**src/rtl/dmem_arbiter_pkg.sv**
```systemverilog
// Shared constants and the owner-tag encoding used to route read responses
// from the single memory port back to the fetch or data requester.
package dmem_arbiter_pkg;

    localparam int DEF_XLEN         = 32;
    localparam int DEF_MAX_D_STREAK = 4;

    typedef enum logic [1:0] {
        OWN_NONE = 2'd0,
        OWN_I    = 2'd1,
        OWN_D    = 2'd2
    } ownTag_t;

endpackage

```
**src/rtl/dmem_arbiter_if.sv**
```systemverilog
// Core-side request/response bus (fetch + data ports) and the memory-macro bus.
// The master side drives requests; the slave side answers them.
interface dmem_arbiter_if #(
    parameter int XLEN = dmem_arbiter_pkg::DEF_XLEN
);
    logic            i_req;
    logic [XLEN-1:0] i_addr;
    logic            i_ready;
    logic            i_rvalid;
    logic [XLEN-1:0] i_rdata;
    logic            stall_if;
    logic            d_req;
    logic [3:0]      d_we;
    logic [XLEN-1:0] d_addr;
    logic [XLEN-1:0] d_wdata;
    logic            d_ready;
    logic            d_rvalid;
    logic [XLEN-1:0] d_rdata;
    logic            stall_mem;

    modport master (
        output i_req, i_addr, d_req, d_we, d_addr, d_wdata,
        input  i_ready, i_rvalid, i_rdata, stall_if,
        input  d_ready, d_rvalid, d_rdata, stall_mem
    );

    modport slave (
        input  i_req, i_addr, d_req, d_we, d_addr, d_wdata,
        output i_ready, i_rvalid, i_rdata, stall_if,
        output d_ready, d_rvalid, d_rdata, stall_mem
    );
endinterface

interface dmem_mem_if #(
    parameter int XLEN = dmem_arbiter_pkg::DEF_XLEN
);
    logic            mem_en;
    logic [3:0]      mem_we;
    logic [XLEN-1:0] mem_addr;
    logic [XLEN-1:0] mem_wdata;
    logic [XLEN-1:0] mem_rdata;

    modport master (
        output mem_en, mem_we, mem_addr, mem_wdata,
        input  mem_rdata
    );

    modport slave (
        input  mem_en, mem_we, mem_addr, mem_wdata,
        output mem_rdata
    );
endinterface

```
**src/rtl/dmem_arbiter_resp_tag_pipe.sv**
```systemverilog
// RD_LATENCY-deep shift register of owner tags; the oldest tag lines up with
// the memory read data for the access that produced it.
module dmem_arbiter_resp_tag_pipe
    import dmem_arbiter_pkg::*;
#(
    parameter int RD_LATENCY = 1
) (
    input  logic    clk,
    input  logic    rst_n,
    input  ownTag_t tagIn,
    output ownTag_t tagOut
);

    ownTag_t tagStage [RD_LATENCY];

    // Reset flushes in-flight tags so no stale rvalid survives a reset.
    always_ff @(posedge clk or negedge rst_n) begin
        if (!rst_n) begin
            for (int k = 0; k < RD_LATENCY; k++) tagStage[k] <= OWN_NONE;
        end else begin
            tagStage[0] <= tagIn;
            for (int k = 1; k < RD_LATENCY; k++) tagStage[k] <= tagStage[k-1];
        end
    end

    assign tagOut = tagStage[RD_LATENCY-1];

endmodule

```
**src/rtl/dmem_arbiter.sv**
```systemverilog
// Arbitrates one single-ported memory between fetch (I) and data (D) requesters.
// D wins conflicts, but after MAX_D_STREAK consecutive wins a waiting fetch is forced through.
module dmem_arbiter #(
    parameter int XLEN         = dmem_arbiter_pkg::DEF_XLEN,
    parameter int RD_LATENCY   = 1,
    parameter int MAX_D_STREAK = dmem_arbiter_pkg::DEF_MAX_D_STREAK
) (
    input logic           clk,
    input logic           rst_n,
    dmem_arbiter_if.slave core,
    dmem_mem_if.master    mem
);
    import dmem_arbiter_pkg::*;

    localparam logic [3:0]      STREAK_MAX = 4'(MAX_D_STREAK);
    localparam logic [XLEN-1:0] ZERO_WORD  = '0;

    logic       grantI;
    logic       grantD;
    logic [3:0] streak;
    logic [3:0] streakNext;
    ownTag_t    tagIn;
    ownTag_t    tagOut;

    function automatic logic [3:0] satInc(input logic [3:0] v);
        return (v == STREAK_MAX) ? v : v + 4'd1;
    endfunction

    always_comb begin
        grantD = core.d_req & (~core.i_req | (streak != STREAK_MAX));
        grantI = core.i_req & ~grantD;
    end

    // The streak only measures D wins while a fetch is actually waiting.
    always_comb begin
        streakNext = streak;
        if (!core.i_req || grantI) begin
            streakNext = '0;
        end else if (grantD) begin
            streakNext = satInc(streak);
        end
    end

    always_ff @(posedge clk or negedge rst_n) begin
        if (!rst_n) begin
            streak <= '0;
        end else begin
            streak <= streakNext;
        end
    end

    always_comb begin
        mem.mem_en    = 1'b0;
        mem.mem_we    = 4'h0;
        mem.mem_addr  = ZERO_WORD;
        mem.mem_wdata = ZERO_WORD;
        tagIn         = OWN_NONE;
        if (grantD) begin
            mem.mem_en    = 1'b1;
            mem.mem_we    = core.d_we;
            mem.mem_addr  = core.d_addr;
            mem.mem_wdata = core.d_wdata;
            tagIn         = (core.d_we == 4'h0) ? OWN_D : OWN_NONE;
        end else if (grantI) begin
            mem.mem_en   = 1'b1;
            mem.mem_addr = core.i_addr;
            tagIn        = OWN_I;
        end
    end

    dmem_arbiter_resp_tag_pipe #(
        .RD_LATENCY(RD_LATENCY)
    ) u_tagPipe (
        .clk    (clk),
        .rst_n  (rst_n),
        .tagIn  (tagIn),
        .tagOut (tagOut)
    );

    assign core.i_ready   = grantI;
    assign core.d_ready   = grantD;
    assign core.stall_if  = core.i_req & ~grantI;
    assign core.stall_mem = core.d_req & ~grantD;
    assign core.i_rvalid  = (tagOut == OWN_I);
    assign core.d_rvalid  = (tagOut == OWN_D);
    assign core.i_rdata   = mem.mem_rdata;
    assign core.d_rdata   = mem.mem_rdata;

endmodule

```
**src/flat_wrapper.sv**
```systemverilog
// flat-port wrapper written by rule: the top's interface ports become plain ports
module dmem_arbiter_flat import dmem_arbiter_pkg::*;
#(
    parameter int XLEN         = dmem_arbiter_pkg::DEF_XLEN,
    parameter int RD_LATENCY   = 1,
    parameter int MAX_D_STREAK = dmem_arbiter_pkg::DEF_MAX_D_STREAK
)
  (clk, rst_n, core_i_req, core_i_addr, core_d_req, core_d_we, core_d_addr, core_d_wdata, core_i_ready, core_i_rvalid, core_i_rdata, core_stall_if, core_d_ready, core_d_rvalid, core_d_rdata, core_stall_mem, mem_mem_en, mem_mem_we, mem_mem_addr, mem_mem_wdata, mem_mem_rdata);
  dmem_arbiter_if #(.XLEN(XLEN)) core_i ();
  dmem_mem_if #(.XLEN(XLEN)) mem_i ();
  input logic clk;
  input logic rst_n;
  input wire logic [$bits(core_i.i_req)-1:0] core_i_req;
  input wire logic [$bits(core_i.i_addr)-1:0] core_i_addr;
  input wire logic [$bits(core_i.d_req)-1:0] core_d_req;
  input wire logic [$bits(core_i.d_we)-1:0] core_d_we;
  input wire logic [$bits(core_i.d_addr)-1:0] core_d_addr;
  input wire logic [$bits(core_i.d_wdata)-1:0] core_d_wdata;
  output wire logic [$bits(core_i.i_ready)-1:0] core_i_ready;
  output wire logic [$bits(core_i.i_rvalid)-1:0] core_i_rvalid;
  output wire logic [$bits(core_i.i_rdata)-1:0] core_i_rdata;
  output wire logic [$bits(core_i.stall_if)-1:0] core_stall_if;
  output wire logic [$bits(core_i.d_ready)-1:0] core_d_ready;
  output wire logic [$bits(core_i.d_rvalid)-1:0] core_d_rvalid;
  output wire logic [$bits(core_i.d_rdata)-1:0] core_d_rdata;
  output wire logic [$bits(core_i.stall_mem)-1:0] core_stall_mem;
  output wire logic [$bits(mem_i.mem_en)-1:0] mem_mem_en;
  output wire logic [$bits(mem_i.mem_we)-1:0] mem_mem_we;
  output wire logic [$bits(mem_i.mem_addr)-1:0] mem_mem_addr;
  output wire logic [$bits(mem_i.mem_wdata)-1:0] mem_mem_wdata;
  input wire logic [$bits(mem_i.mem_rdata)-1:0] mem_mem_rdata;
  assign core_i.i_req = core_i_req;
  assign core_i.i_addr = core_i_addr;
  assign core_i.d_req = core_d_req;
  assign core_i.d_we = core_d_we;
  assign core_i.d_addr = core_d_addr;
  assign core_i.d_wdata = core_d_wdata;
  assign core_i_ready = core_i.i_ready;
  assign core_i_rvalid = core_i.i_rvalid;
  assign core_i_rdata = core_i.i_rdata;
  assign core_stall_if = core_i.stall_if;
  assign core_d_ready = core_i.d_ready;
  assign core_d_rvalid = core_i.d_rvalid;
  assign core_d_rdata = core_i.d_rdata;
  assign core_stall_mem = core_i.stall_mem;
  assign mem_mem_en = mem_i.mem_en;
  assign mem_mem_we = mem_i.mem_we;
  assign mem_mem_addr = mem_i.mem_addr;
  assign mem_mem_wdata = mem_i.mem_wdata;
  assign mem_i.mem_rdata = mem_mem_rdata;
  dmem_arbiter #(.XLEN(XLEN), .RD_LATENCY(RD_LATENCY), .MAX_D_STREAK(MAX_D_STREAK)) u_core (.clk(clk), .rst_n(rst_n), .core(core_i), .mem(mem_i));
endmodule
```
**config.mk**
```make
export PLATFORM = sky130hd
export DESIGN_NAME = dmem_arbiter_flat
export DESIGN_NICKNAME = d
export VERILOG_FILES = /design/src/rtl/dmem_arbiter_pkg.sv /design/src/rtl/dmem_arbiter_if.sv /design/src/rtl/dmem_arbiter_resp_tag_pipe.sv /design/src/rtl/dmem_arbiter.sv /design/src/flat_wrapper.sv
export SDC_FILE = /design/constraint.sdc
export NUM_CORES = 1
export LEC_CHECK = 0
export ABC_CLOCK_PERIOD_IN_PS = 2100
export BUFFER_PORTS_ARGS = -buffer_cell sky130_fd_sc_hd__buf_2
export CAP_MARGIN = 0
export CORE_AREA = 5 5 103 105
export CTS_CLUSTER_SIZE = 8
export DETAILED_ROUTE_END_ITERATION = 10
export DIE_AREA = 0 0 108 110
export GPL_TIMING_DRIVEN = 0
export PLACE_DENSITY_LB_ADDON = 0.05
export SLEW_MARGIN = 15
export SYNTH_ARGS = -nofsm -noshare
export SYNTH_HDL_FRONTEND = slang
export SYNTH_SLANG_ARGS = --single-unit
```
**constraint.sdc**
```tcl
create_clock -name clk -period 2.1 [get_ports clk]
set_clock_uncertainty 0.05 [all_clocks]
set_input_delay 0.315 -clock clk [delete_from_list [all_inputs] [get_ports clk]]
set_output_delay 0.315 -clock clk [all_outputs]
set_load 0.05 [all_outputs]
```
Yosys cells after proc, flatten, opt, wreduce, memory -nomap -nowiden. Cells that the tools add are included.

Register bits after elaboration: 6. Bits of input ports: 136. Output and inout bits: 139.

Add/sub/neg operators: 1. Eq/ne operators: 5. Multiplexer cells: 12. Bitwise logic cells: 8. Reduce and logical (&&, ||, !) cells: 5.

Operators with widths (number): $mux 32 (3); $mux 4 (4); $add 4x1->4 const B (1); $and 1x1->1 (4); $eq 4x3->1 const B (1); $logic_not 4->1 (1); $mux 2 (2); $ne 4x3->1 const B (1); $mux 1 (3); $not 1->1 (3); $eq 2x1->1 const B (1); $eq 2x2->1 const B (1); $ne 2x1->1 const B (1); $reduce_and 2->1 (1); $reduce_bool 2->1 (1); $logic_not 1->1 (1); $logic_or 1x1->1 (1); $or 1x1->1 (1).

Logic depth before layout (Yosys ltp). Gate-level depths: netlist of run 1.

Depth after elaboration: 8. Mapped depth: 7.

By module. From an unflattened synthesis of run 1, not the netlist that was laid out.

Cells, all modules: 249. Area, all modules: 1687.9 sq um.

By module, submodules not included: dmem_arbiter (instances 1, cells an instance 247, area each 1637.8 sq um, seq. area each 100.1 sq um); dmem_arbiter_resp_tag_pipe (instances 1, cells an instance 2, area each 50.0 sq um, seq. area each 50.0 sq um).

Least setup slack after synthesis of run 1. No wires, ideal clock.

Path kind: register to output. From: register u_core.streak[0]. To: output mem_mem_addr[0]. Arrival: 2.192 ns. Required time: 1.735 ns. Path slack: -0.457 ns. Stages on the path, launching flop included: 7. Path buffers: 1. Cell sequence: dfrtp_1 -> inv_1 -> ha_1 -> nand4b_4 -> and2_1 -> buf_6 -> o21ai_0.

Longest elaborated chain between the ends: 7.

RTL lines: from (decl) (RTL line dmem_arbiter.sv:20) `logic [3:0] streak;`; from (signal assigned) (RTL line dmem_arbiter.sv:48) `streak <= streakNext;`; $ne 4x3->1 (*) (RTL line dmem_arbiter.sv:30) `grantD = core.d_req & (~core.i_req | (streak != STREAK_MAX));`; $or 1x1->1 (*) (RTL line dmem_arbiter.sv:30); $and 1x1->1 (*) (RTL line dmem_arbiter.sv:30); $not 1->1 (RTL line dmem_arbiter.sv:31) `grantI = core.i_req & ~grantD;`; $and 1x1->1 (RTL line dmem_arbiter.sv:31); $mux 32 (RTL line dmem_arbiter.sv:64) `end else if (grantI) begin`; $mux 32 (*) (RTL line dmem_arbiter.sv:58) `if (grantD) begin`; to (decl) (RTL line flat_wrapper.sv:29) `output wire logic [$bits(mem_i.mem_addr)-1:0] mem_mem_addr;`.

Every way passes the cells marked *; elsewhere a longest branch is shown, timed or not.

Worst setup path after layout of run 1.
From: register u_core.streak[1]. To: output mem_mem_addr[19].

The elaborated chain is that of the path after synthesis.

==> metrics.cfg, run 1 <==
[run_status]
status=completed

[logic_synthesis]
seq_area_frac_synth=0.0890
synth.most_common_cell=buf_4
synth_top_area_frac=0.289
synth-seq-cells=6
ys_async_sr_fraction=1.00
syn_nets=387
synth_area_um2=1690
synth_common_cells=buf_4, and3_1, nand3_1, nand2_1, o21ai_2
syn_area_per_cell_um2=6.78
synth.largest_area_cell=buf_4
synth_enable_flop_cells=0
synth-main-ff-cell=dfrtp_1
netlist-cell-type-count=19
netlist_instances=249
synth_area_leaders=buf_4, o21ai_2, and3_1, nand3_1, dfrtp_1
ys_warn_count=0

[routing]
antenna_left=0
first_pass_iters=4
drt_wl_total_um=9470
vias=2528
drt_iter0_drc=63
viasPerCell=4.00
drc=0
wire_per_inst_um=15.0

[clock_network]
cts_max_path_buffers=2
htreeDepth=1
cts-root-buf=clkbuf_8
clk_pin_slew_ns=0.03
cts_tree=built
cts_sinks=6
clk_latency_ns=0.22
cts_buffers=3

[finish]
drive_gt1_frac=0.721
area.growth.synth_to_final_pct=114
finalNonFillerCells=632
nets=639
diodes=0
final_cell_area_um2=3610

[setup_path]
cp-start-kind=flop
r2r-start=u_core.streak[1]
cp.arrival_ns=1.72
worstPathRequired_ns=1.74
worst-r2r-cell-count=6
r2r_setup_slack_ns=0.74
r2r-end=u_core.streak[1]
criticalPathCategory=flop to output port
cp-end-kind=output port
path_max_fanout=10

[timing]
relSlewSlack=0.644
max_freq_mhz=479
rsz0062_at_grt=true
setup_viol=0
slew_violations=0
period_share=0.994
timing.final.crit_period_ns=2.09
worstMarginPinSlew_ns=0.533
hold_viol=0
holdWs_ns=0.385

[power_and_ir_drop]
ir_worst_vdd_v=0.000191
p_leak_nw=2.13
power_density_nw_per_um2=416
p_total_mw=1.50

[floorplan]
core_um2=9550
rows=36
initial_core_util=0.177
die_area_um2=11900
ios=275
fp.dieW_um=108
die_h_um=110

[hold_path]
worstHoldStart=core_d_we[0]
holdCritPathClass=input pin to flop
whs_endpoint=u_core.u_tagPipe.tagOut[1]
min_path_cells=3

[place]
place_area_um2=3120
gp_congestion=0.721
hpwl_um=7990
io_buffers=240
dp.cells=622

[global_route]
grt_pass1_vias=2493
grt_pass1_wl_um=12800
grt_use_total=0.137
antenna_found_initial=0
grt_max_degree=12
grt_overflow_total=0

[job]
drv_cap=0

## state kept, by name, summed over array words and instances, names as in the netlist
name,flops
u_core.u_tagPipe.tagOut,2
u_core.streak,4
## worst max-delay path by stage
stage / startpoint / endpoint / cells after the start / slack (ns)
final: u_core.streak[1] / mem_mem_addr[19] / 7 / 0.01
after global routing: u_core.streak[1] / mem_mem_addr[16] / 7 / -0.1
after CTS: u_core.streak[0] / mem_mem_addr[22] / 7 / -0.009
after detailed placement: u_core.streak[0] / mem_mem_addr[22] / 8 / -0.11
after global placement: u_core.streak[0] / mem_mem_addr[22] / 8 / -0.12
after floorplan: u_core.streak[0] / mem_mem_addr[0] / 6 / -0.07
## placed cells by master (no fill, tap or decap)
master,n
ha_4,1
or2_2,1
clkbuf_16,1
ha_1,1
dlygate4sd3_1,1
buf_8,10
inv_2,2
nor4_1,1
nor2b_1,4
buf_4,72
nand2_1,32
clkbuf_1,11
o21ai_2,10
and3_1,37
nand3_1,34
clkbuf_8,3
and2_1,1
nor2_1,4
xnor2_1,1
dfrtp_1,6
and2_4,1
o21ai_1,3
buf_6,20
and2_2,1
xor2_1,1
nand4b_2,1
clkbuf_2,3
buf_2,208
inv_1,2
buf_12,3
o21ai_4,19
clkbuf_4,3
nand4b_4,1
## report_power, final
part | total (mW) | leakage [nW] | internal (mW) | switching [mW]
clock | 0.170 | 0.0216 | 0.123 | 0.0474
combinational | 1.21 | 2.02 | 0.412 | 0.798
sequential | 0.121 | 0.0815 | 0.119 | 0.00181
total | 1.50 | 2.13 | 0.654 | 0.848
## timing repair
| item | in CTS | in global routing |
|---|---|---|
| setup buffers | 3 | 2 |
| endpoints found under the hold margin | 6 | 0 |
| resized for setup | 77 | 32 |
| pin swaps | 12 | 10 |
| endpoints found under the setup margin | 71 | 57 |
| cloned | 1 | 2 |
| hold buffers | 1 | 0 |
## cell families after synthesis
kind of cell               after synthesis  share of synthesized area
AOI/OAI and AO/OA                       32                      0.159
adders and majority gates                2                     0.0148
buffers and inverters                   91                      0.365
xor gates and xnor gates                 2                     0.0104
and+or+nand+nor                        116                      0.362
DFF                                      6                     0.0890
## metrics by stage
stage	setup TNS, ns	utilization	setup slack, ns
2_1_floorplan	-0.272	-	-0.0741
3_3_place_gp	-2.00	0.327	-0.120
3_5_place_dp	-1.86	0.327	-0.113
4_1_cts	-0.0276	0.360	-0.00888
5_1_grt	-2.60	0.378	-0.0989
6_report	0	0.378	0.0131
## cell type report
class | instances | area (um2)
Clock buffer | 3 | 41.3
Inverter | 4 | 15.0
Timing Repair Buffer | 247 | 1510
Tap cell | 133 | 166
Fill cell | 1073 | 5940
Sequential cell | 6 | 150
Multi-Input combinational cell | 154 | 1100
Buffer | 85 | 622
## layer usage
metal,part of all wire,global-route usage
met5,0,0
met3,0.11,0.0483
met2,0.54,0.273
met4,0.0029,0.0135
met1,0.34,0.141
## worst max-delay path, stage by stage (launching register included)
cell and delay (ns):
dfrtp_1 0.38, inv_2 0.08, ha_4 0.15, nand4b_4 0.14
and2_4 0.25, buf_12 0.16, o21ai_2 0.15, buf_6 0.18
(Power assumes the default switching activity.)
==> run 2, diff against run 1 <==
--- a/config.mk
+++ b/config.mk
@@ -13,8 +13,9 @@
 export DETAILED_ROUTE_END_ITERATION = 10
 export DIE_AREA = 0 0 108 110
 export GPL_TIMING_DRIVEN = 0
-export PLACE_DENSITY_LB_ADDON = 0.05
+export PLACE_DENSITY = 0.59
 export SLEW_MARGIN = 15
 export SYNTH_ARGS = -nofsm -noshare
 export SYNTH_HDL_FRONTEND = slang
+export SYNTH_HIERARCHICAL = 1
 export SYNTH_SLANG_ARGS = --single-unit
==> run 2 against run 1 <==
  * Register-to-register slack lost 0.14 ns
  * Largest power group unchanged
  * Global-route usage shrank 0.49 points
  * Worst hold slack gained 0.0066 ns
  * Total power grew 5.7%
  * Largest cell class unchanged
  * Critical path type unchanged
  * Synthesized area is the same
  * Flip-flop and latch count is the same
==> metrics.cfg, run 2 <==
[place]
io_buffers=240  ; unchanged
hpwl_um=7500  ; -6.2%
dp_slack_ns=-0.175  ; -0.0623 ns
gp_congestion=0.702  ; -2.7%
dp.cells=622  ; unchanged

[floorplan]
fp.dieW_um=108  ; unchanged
initial_core_util=0.177  ; unchanged
ios=275  ; unchanged
rows=36  ; unchanged
die_area_um2=11900  ; unchanged
core_um2=9550  ; unchanged
die_h_um=110  ; unchanged

[clock_network]
cts_max_path_buffers=2  ; unchanged
cts_sinks=6  ; unchanged
htreeDepth=1  ; unchanged
cts-root-buf=clkbuf_8
clk_latency_ns=0.22  ; about the same
cts_tree=built
cts_buffers=3  ; unchanged
clk_pin_slew_ns=0.04  ; about the same

[logic_synthesis]
synth_area_leaders=buf_4, o21ai_2, and3_1, nand3_1, dfrtp_1
netlist_instances=249  ; unchanged
synth-main-ff-cell=dfrtp_1
syn_nets=387  ; unchanged
ys_warn_count=6  ; +6
synth_top_area_frac=0.289  ; unchanged
synth_common_cells=buf_4, and3_1, nand3_1, nand2_1, o21ai_2
synth-seq-cells=6  ; unchanged
seq_area_frac_synth=0.0890  ; unchanged
syn_area_per_cell_um2=6.78  ; unchanged
ys_async_sr_fraction=1.00  ; unchanged
netlist-cell-type-count=19  ; unchanged
synth.largest_area_cell=buf_4
synth.most_common_cell=buf_4
synth_enable_flop_cells=0  ; unchanged
synth_area_um2=1690  ; unchanged

[finish]
nFillCells=931  ; -13%
final_common_cell=buf_2
largest_reg_flops=4  ; unchanged
nets=642  ; +0.47%
diodes=0  ; unchanged
layout_common_cells=buf_2, buf_4, buf_6, nand2_1, and3_4
finalNonFillerCells=635  ; +0.47%
postLayoutCoreUtil=0.431  ; +0.0535
drive_gt1_frac=0.803  ; +0.0813
top_register=u_core/streak
area.growth.synth_to_final_pct=144

[routing]
drt_wl_total_um=9570  ; +1.0%
routedLengthMet1_um=3260  ; +1.8%
vias=2627  ; +3.9%
viasPerCell=4.14  ; +3.4%
dr_wl_met2_um=5260  ; +2.0%
drc=0  ; unchanged
wire_per_inst_um=15.1  ; +0.57%
first_pass_iters=4  ; unchanged
highest_layer=met4
antenna_left=0  ; unchanged
wl_met3_um=966  ; -11%
drt_iter0_drc=73  ; +16%

[setup_path]
slowest_stage=dfrtp_1
worst-r2r-cell-count=8  ; +2
path_cells=inv_2, ha_4, nand4b_4, and2_4, buf_12, o21ai_2, buf_6
crit_path_end=mem_mem_addr[0]
cp-end-kind=output port
path_buf_inv=3  ; unchanged
cp-start-kind=flop
r2r-end=u_core/streak[1]
cp-startpoint=u_core/streak[0]
cp.arrival_ns=1.70  ; -0.02 ns
criticalPathCategory=flop to output port
worst_path_largest_cell_delay_ns=0.39  ; about the same
path_max_fanout=10  ; unchanged
critPathTopFamily=buffers and inverters
cp.depth=7  ; unchanged
worstPathRequired_ns=1.74  ; about the same
r2r-start=u_core/streak[0]
r2r_setup_slack_ns=0.60  ; -0.14 ns

[timing]
holdWs_ns=0.392  ; +0.00659 ns
period_share=0.982  ; -0.0118
slew_violations=0  ; unchanged
setup_viol=0  ; unchanged
timing.final.crit_period_ns=2.06  ; -0.0248 ns
max_freq_mhz=485  ; +1.2%
hold_viol=0  ; unchanged
relSlewSlack=0.634  ; -0.0104
finalWorstSetupSlack_ns=0.0378  ; +0.0248 ns
worstMarginPinSlew_ns=0.549  ; +0.0156 ns
tns_ns=0  ; unchanged
rsz0062_at_grt=true

[power_and_ir_drop]
ir_worst_vdd_v=0.000171  ; -10%
power_density_nw_per_um2=386  ; -7.4%
p_leak_nw=2.21  ; +4.1%

[global_route]
grt_max_degree=12  ; unchanged
grt_pass1_vias=2527  ; +1.4%
grt_overflow_total=0  ; unchanged
grt_use_total=0.132  ; -0.00486
antenna_found_initial=0  ; unchanged
grt_pass1_wl_um=12600  ; -2.0%

[run_status]
status=completed

[hold_path]
holdCritPathClass=input pin to asynchronous set/reset pin

[job]
drv_cap=0  ; unchanged

## run 2: routing by layer
layer | vias up | track usage
met1 | 1178 | 0.151
met4 | 0 | 0.0307
met3 | 6 | 0.0233
met5 | - | 0
li1 | 1278 | -
met2 | 165 | 0.253
## run 2: worst min-delay path by stage
stage | start | to | cells after the start
2_1_floorplan | rst_n | u_core/streak[0] | 0
3_3_place_gp | rst_n | u_core/u_tagPipe/tagOut[1] | 1
3_5_place_dp | rst_n | u_core/u_tagPipe/tagOut[0] | 1
4_1_cts | rst_n | u_core/u_tagPipe/tagOut[0] | 2
5_1_grt | rst_n | u_core/u_tagPipe/tagOut[0] | 2
6_report | rst_n | u_core/streak[0] | 2
## run 2: report_power, final
group          switching, mW  total [mW]  leakage (nW)  internal (mW)
clock                 0.0481       0.171        0.0216          0.123
combinational          0.817        1.29          2.11          0.478
sequential           0.00196       0.121        0.0815          0.119
total                  0.867        1.59          2.21          0.720
## run 2: through the flow
stage	instance area, um2	total power, mW
final	4120	1.59
after global routing	4120	1.66
after CTS	3810	1.54
after detailed placement	3120	1.22
after global placement	3120	1.21
after floorplan	1760	0.944
## run 2: cell families after synthesis
family | count (synthesis) | synth area share
fa+ha+maj | 2 | 0.0148
simple gates | 116 | 0.362
compound gates | 32 | 0.159
buf+inv | 91 | 0.365
flops | 6 | 0.0890
xor+xnor | 2 | 0.0104
## run 2: repair_timing
item                       in CTS  in global routing
pin swaps                       4                  7
cloned                          2                  3
setup buffers                   7                  1
hold buffers                    1                  0
setup endpoints to repair      71                 70
gates resized for setup       165                 61
hold endpoints to repair        6                  0
## run 2: layout make-up
type | instances | area, um2 | share of cell area
inverters | 4 | 15.0 | 0.00365
plain buffers | 84 | 676 | 0.164
well taps | 133 | 166 | 0.0404
clock buffers | 3 | 41.3 | 0.0100
flip-flops and latches | 6 | 150 | 0.0365
repair buffers | 252 | 1830 | 0.443
multi-input cells | 153 | 1240 | 0.302
==> run 3, diff against run 2 <==
--- a/config.mk
+++ b/config.mk
@@ -5,15 +5,17 @@
 export SDC_FILE = /design/constraint.sdc
 export NUM_CORES = 1
 export LEC_CHECK = 0
+export ABC_AREA = 1
 export ABC_CLOCK_PERIOD_IN_PS = 2100
 export BUFFER_PORTS_ARGS = -buffer_cell sky130_fd_sc_hd__buf_2
 export CAP_MARGIN = 0
-export CORE_AREA = 5 5 103 105
+export CORE_AREA = 5 5 104 106
+export CTS_BUF_LIST = sky130_fd_sc_hd__clkbuf_4 sky130_fd_sc_hd__clkbuf_8 sky130_fd_sc_hd__clkbuf_16
 export CTS_CLUSTER_SIZE = 8
 export DETAILED_ROUTE_END_ITERATION = 10
-export DIE_AREA = 0 0 108 110
+export DIE_AREA = 0 0 109 111
 export GPL_TIMING_DRIVEN = 0
-export PLACE_DENSITY = 0.59
+export PLACE_DENSITY = 0.58
 export SLEW_MARGIN = 15
 export SYNTH_ARGS = -nofsm -noshare
 export SYNTH_HDL_FRONTEND = slang
==> run 3 against run 2 <==
  * The run now ends with negative setup slack left
  * Sequential share of layout area rose by 0.30 points
  * Clock power is essentially flat
  * Register-to-register slack improved by 0.05 ns
  * Critical path depth up 3
  * Design area shrank 7.7%
  * Largest power group unchanged
  * Via count is 2.6% higher
  * Combinational power is 4% lower
  * Setup slack got worse by 0.057 ns
  * First-iteration DRC count is 16% higher
  * Total power decreased by 3.4%
==> metrics.cfg, run 3 <==
[power_and_ir_drop]
ir_worst_vdd_v=0.000215  ; +26%
power_density_nw_per_um2=403  ; +4.6%
p_leak_nw=2.29  ; +3.4%
p_total_mw=1.53  ; -3.4%

[finish]
drive_gt1_frac=0.696  ; -0.107
ff_latch_area_um2=150  ; unchanged
nFillCells=1014  ; +8.9%
top_register=u_core/streak
finalNonFillerCells=673  ; +6.0%
layout_common_cells=buf_2, buf_4, nand3_1, buf_6, inv_1
nets=679  ; +5.8%
area.growth.synth_to_final_pct=131
multiInputGateArea_um2=891  ; -28%
final_cell_area_um2=3800  ; -7.7%
largest_reg_flops=4  ; unchanged
final_common_cell=buf_2

[logic_synthesis]
seq_area_frac_synth=0.0912  ; +0.00223
synth.largest_area_cell=buf_4
syn_nets=426  ; +10%
synth-main-ff-cell=dfrtp_1
netlist-cell-type-count=19  ; unchanged
netlist_instances=288  ; +16%
ys_async_sr_fraction=1.00  ; unchanged
synth_enable_flop_cells=0  ; unchanged
synth-seq-cells=6  ; unchanged
syn_area_per_cell_um2=5.72  ; -16%
synth_top_area_frac=0.296  ; +0.00725
ys_warn_count=6  ; unchanged
synth_area_leaders=buf_4, nand3_1, nor2_1, inv_1, dfrtp_1
synth_area_um2=1650  ; -2.4%
synth_common_cells=nand3_1, buf_4, nor2_1, inv_1, nand2_1
synth.most_common_cell=nand3_1

[setup_path]
worst-r2r-cell-count=8  ; unchanged
criticalPathCategory=flop to output port
cp-start-kind=flop
r2r-start=u_core/streak[0]
cp.arrival_ns=1.75  ; +0.05 ns
path_max_fanout=7  ; -3
r2r-end=u_core/u_tagPipe/tagOut[1]
cp-end-kind=output port
worstPathRequired_ns=1.74  ; about the same
r2r_setup_slack_ns=0.65  ; +0.05 ns

[floorplan]
ios=275  ; unchanged
core_um2=9680  ; +1.4%
die_h_um=111  ; +0.91%
fp.dieW_um=109  ; +0.93%
die_area_um2=12100  ; +1.8%
rows=36  ; unchanged
initial_core_util=0.170  ; -0.00673

[place]
dp.cells=661  ; +6.3%
io_buffers=240  ; unchanged
gp_congestion=0.771  ; +9.9%
hpwl_um=6960  ; -7.2%
place_area_um2=3020  ; -3.4%
dp_slack_ns=0.0959  ; +0.271 ns

[routing]
wire_per_inst_um=13.0  ; -14%
drc=0  ; unchanged
antenna_left=0  ; unchanged
drt_wl_total_um=8770  ; -8.3%
drt_iter0_drc=85  ; +16%
vias=2694  ; +2.6%
first_pass_iters=4  ; unchanged
viasPerCell=4.00  ; -3.2%

[run_status]
status=finished with violations
violations=negative setup slack

[hold_path]
holdCritPathClass=input pin to flop
worstHoldStart=core_d_we[3]
min_path_cells=2
whs_endpoint=u_core/u_tagPipe/tagOut[1]

[clock_network]
clk_latency_ns=0.22  ; about the same
clk_pin_slew_ns=0.03  ; about the same
htreeDepth=1  ; unchanged
cts-root-buf=clkbuf_8
cts_buffers=3  ; unchanged
cts_tree=built
cts_max_path_buffers=2  ; unchanged
cts_sinks=6  ; unchanged

[timing]
period_share=1.01  ; +0.0271
setup_viol=1  ; +1
worstMarginPinSlew_ns=0.610  ; +0.0615 ns
rsz0062_at_grt=true
timing.final.crit_period_ns=2.12  ; +0.0569 ns
relSlewSlack=0.593  ; -0.0410
max_freq_mhz=472  ; -2.7%
hold_viol=0  ; unchanged
tns_ns=-0.0191  ; -0.0191 ns
finalWorstSetupSlack_ns=-0.0191  ; -0.0569 ns
slew_violations=0  ; unchanged

[global_route]
antenna_found_initial=1  ; +1
grt_use_total=0.121  ; -0.0103
grt_overflow_total=0  ; unchanged
grt_pass1_vias=2686  ; +6.3%
grt_pass1_wl_um=12200  ; -2.7%
grt_max_degree=11  ; -1

[job]
drv_cap=0  ; unchanged

-- run 3: cell count changes after synthesis, moves of 3 or more --
cell and delta:
buf_1 +5, nor2_1 +41, nand3_1 +33, buf_2 +7, and3_1 -37, o21ai_2 -29
nor2b_1 -4, o21ai_0 -3, inv_1 +40, clkbuf_1 -17
-- run 3: logic make-up after synthesis --
family | Yosys count | share of synthesized area
xor gates and xnor gates | 2 | 0.0106
adders and majority gates | 2 | 0.0152
buffers and inverters | 128 | 0.465
DFF | 6 | 0.0912
and+or+nand+nor | 150 | 0.418
-- run 3: how the worst max path moves through the flow --
| stage | from | slack [ns] | depth (start not counted) | to |
|---|---|---|---|---|
| final | u_core/streak[0] | -0.02 | 10 | mem_mem_addr[19] |
| after global routing | u_core/streak[0] | -0.12 | 10 | mem_mem_addr[19] |
| after CTS | u_core/streak[0] | -0.001 | 9 | mem_mem_addr[17] |
| after detailed placement | u_core/streak[0] | 0.1 | 10 | mem_mem_addr[8] |
| after global placement | u_core/streak[0] | 0.07 | 10 | mem_mem_addr[8] |
| after floorplan | u_core/streak[0] | 0.03 | 8 | mem_mem_wdata[10] |
-- run 3: through the flow --
step,util,hold slack [ns]
floorplan,-,-0.0306
global placement,0.311,0.0961
detailed placement,0.311,0.0977
CTS,0.334,0.228
global route,0.392,0.233
finish,0.392,0.231
-- run 3: final cells by class --
cell class | count | share of cell area
flip-flops and latches | 6 | 0.0395
inverters | 46 | 0.0468
multi-input cells | 155 | 0.234
diodes | 1 | 0.000659
well taps | 133 | 0.0438
repair buffers | 247 | 0.458
plain buffers | 82 | 0.166
clock buffers | 3 | 0.0109
-- run 3: what timing repair did --
item / 4_1_cts / 5_1_grt
cloned: 0 / 5
setup endpoints to repair: 69 / 72
endpoints found under the hold margin: 6 / 0
pin swaps: 0 / 17
resized for setup: 64 / 138
buffers inserted: 0 / 2
hold buffers: 1 / 0
-- run 3: per-layer routing --
layer  track usage  share of wire  vias up
met4        0.0261          0.014        0
met5             0              0        -
li1              -              -     1314
met1         0.128           0.33     1211
met3        0.0192           0.11        8
met2         0.243           0.55      161
-- run 3: worst max-delay path, cell delays in order, from the launching register on --
cell       delay [ns]
dfrtp_1          0.40
inv_1            0.07
ha_2             0.17
nand2_2          0.07
inv_4            0.08
nand2_8          0.08
nand2_8          0.14
clkbuf_16        0.17
nand3_1          0.08
nand2_1          0.12
buf_6            0.16
-- run 3: where the power goes --
part           switching (mW)  leakage [nW]  total, mW  internal [mW]
registers             0.00231        0.0815      0.122          0.119
clock network          0.0461        0.0216      0.169          0.123
logic                   0.802          2.18       1.24          0.441
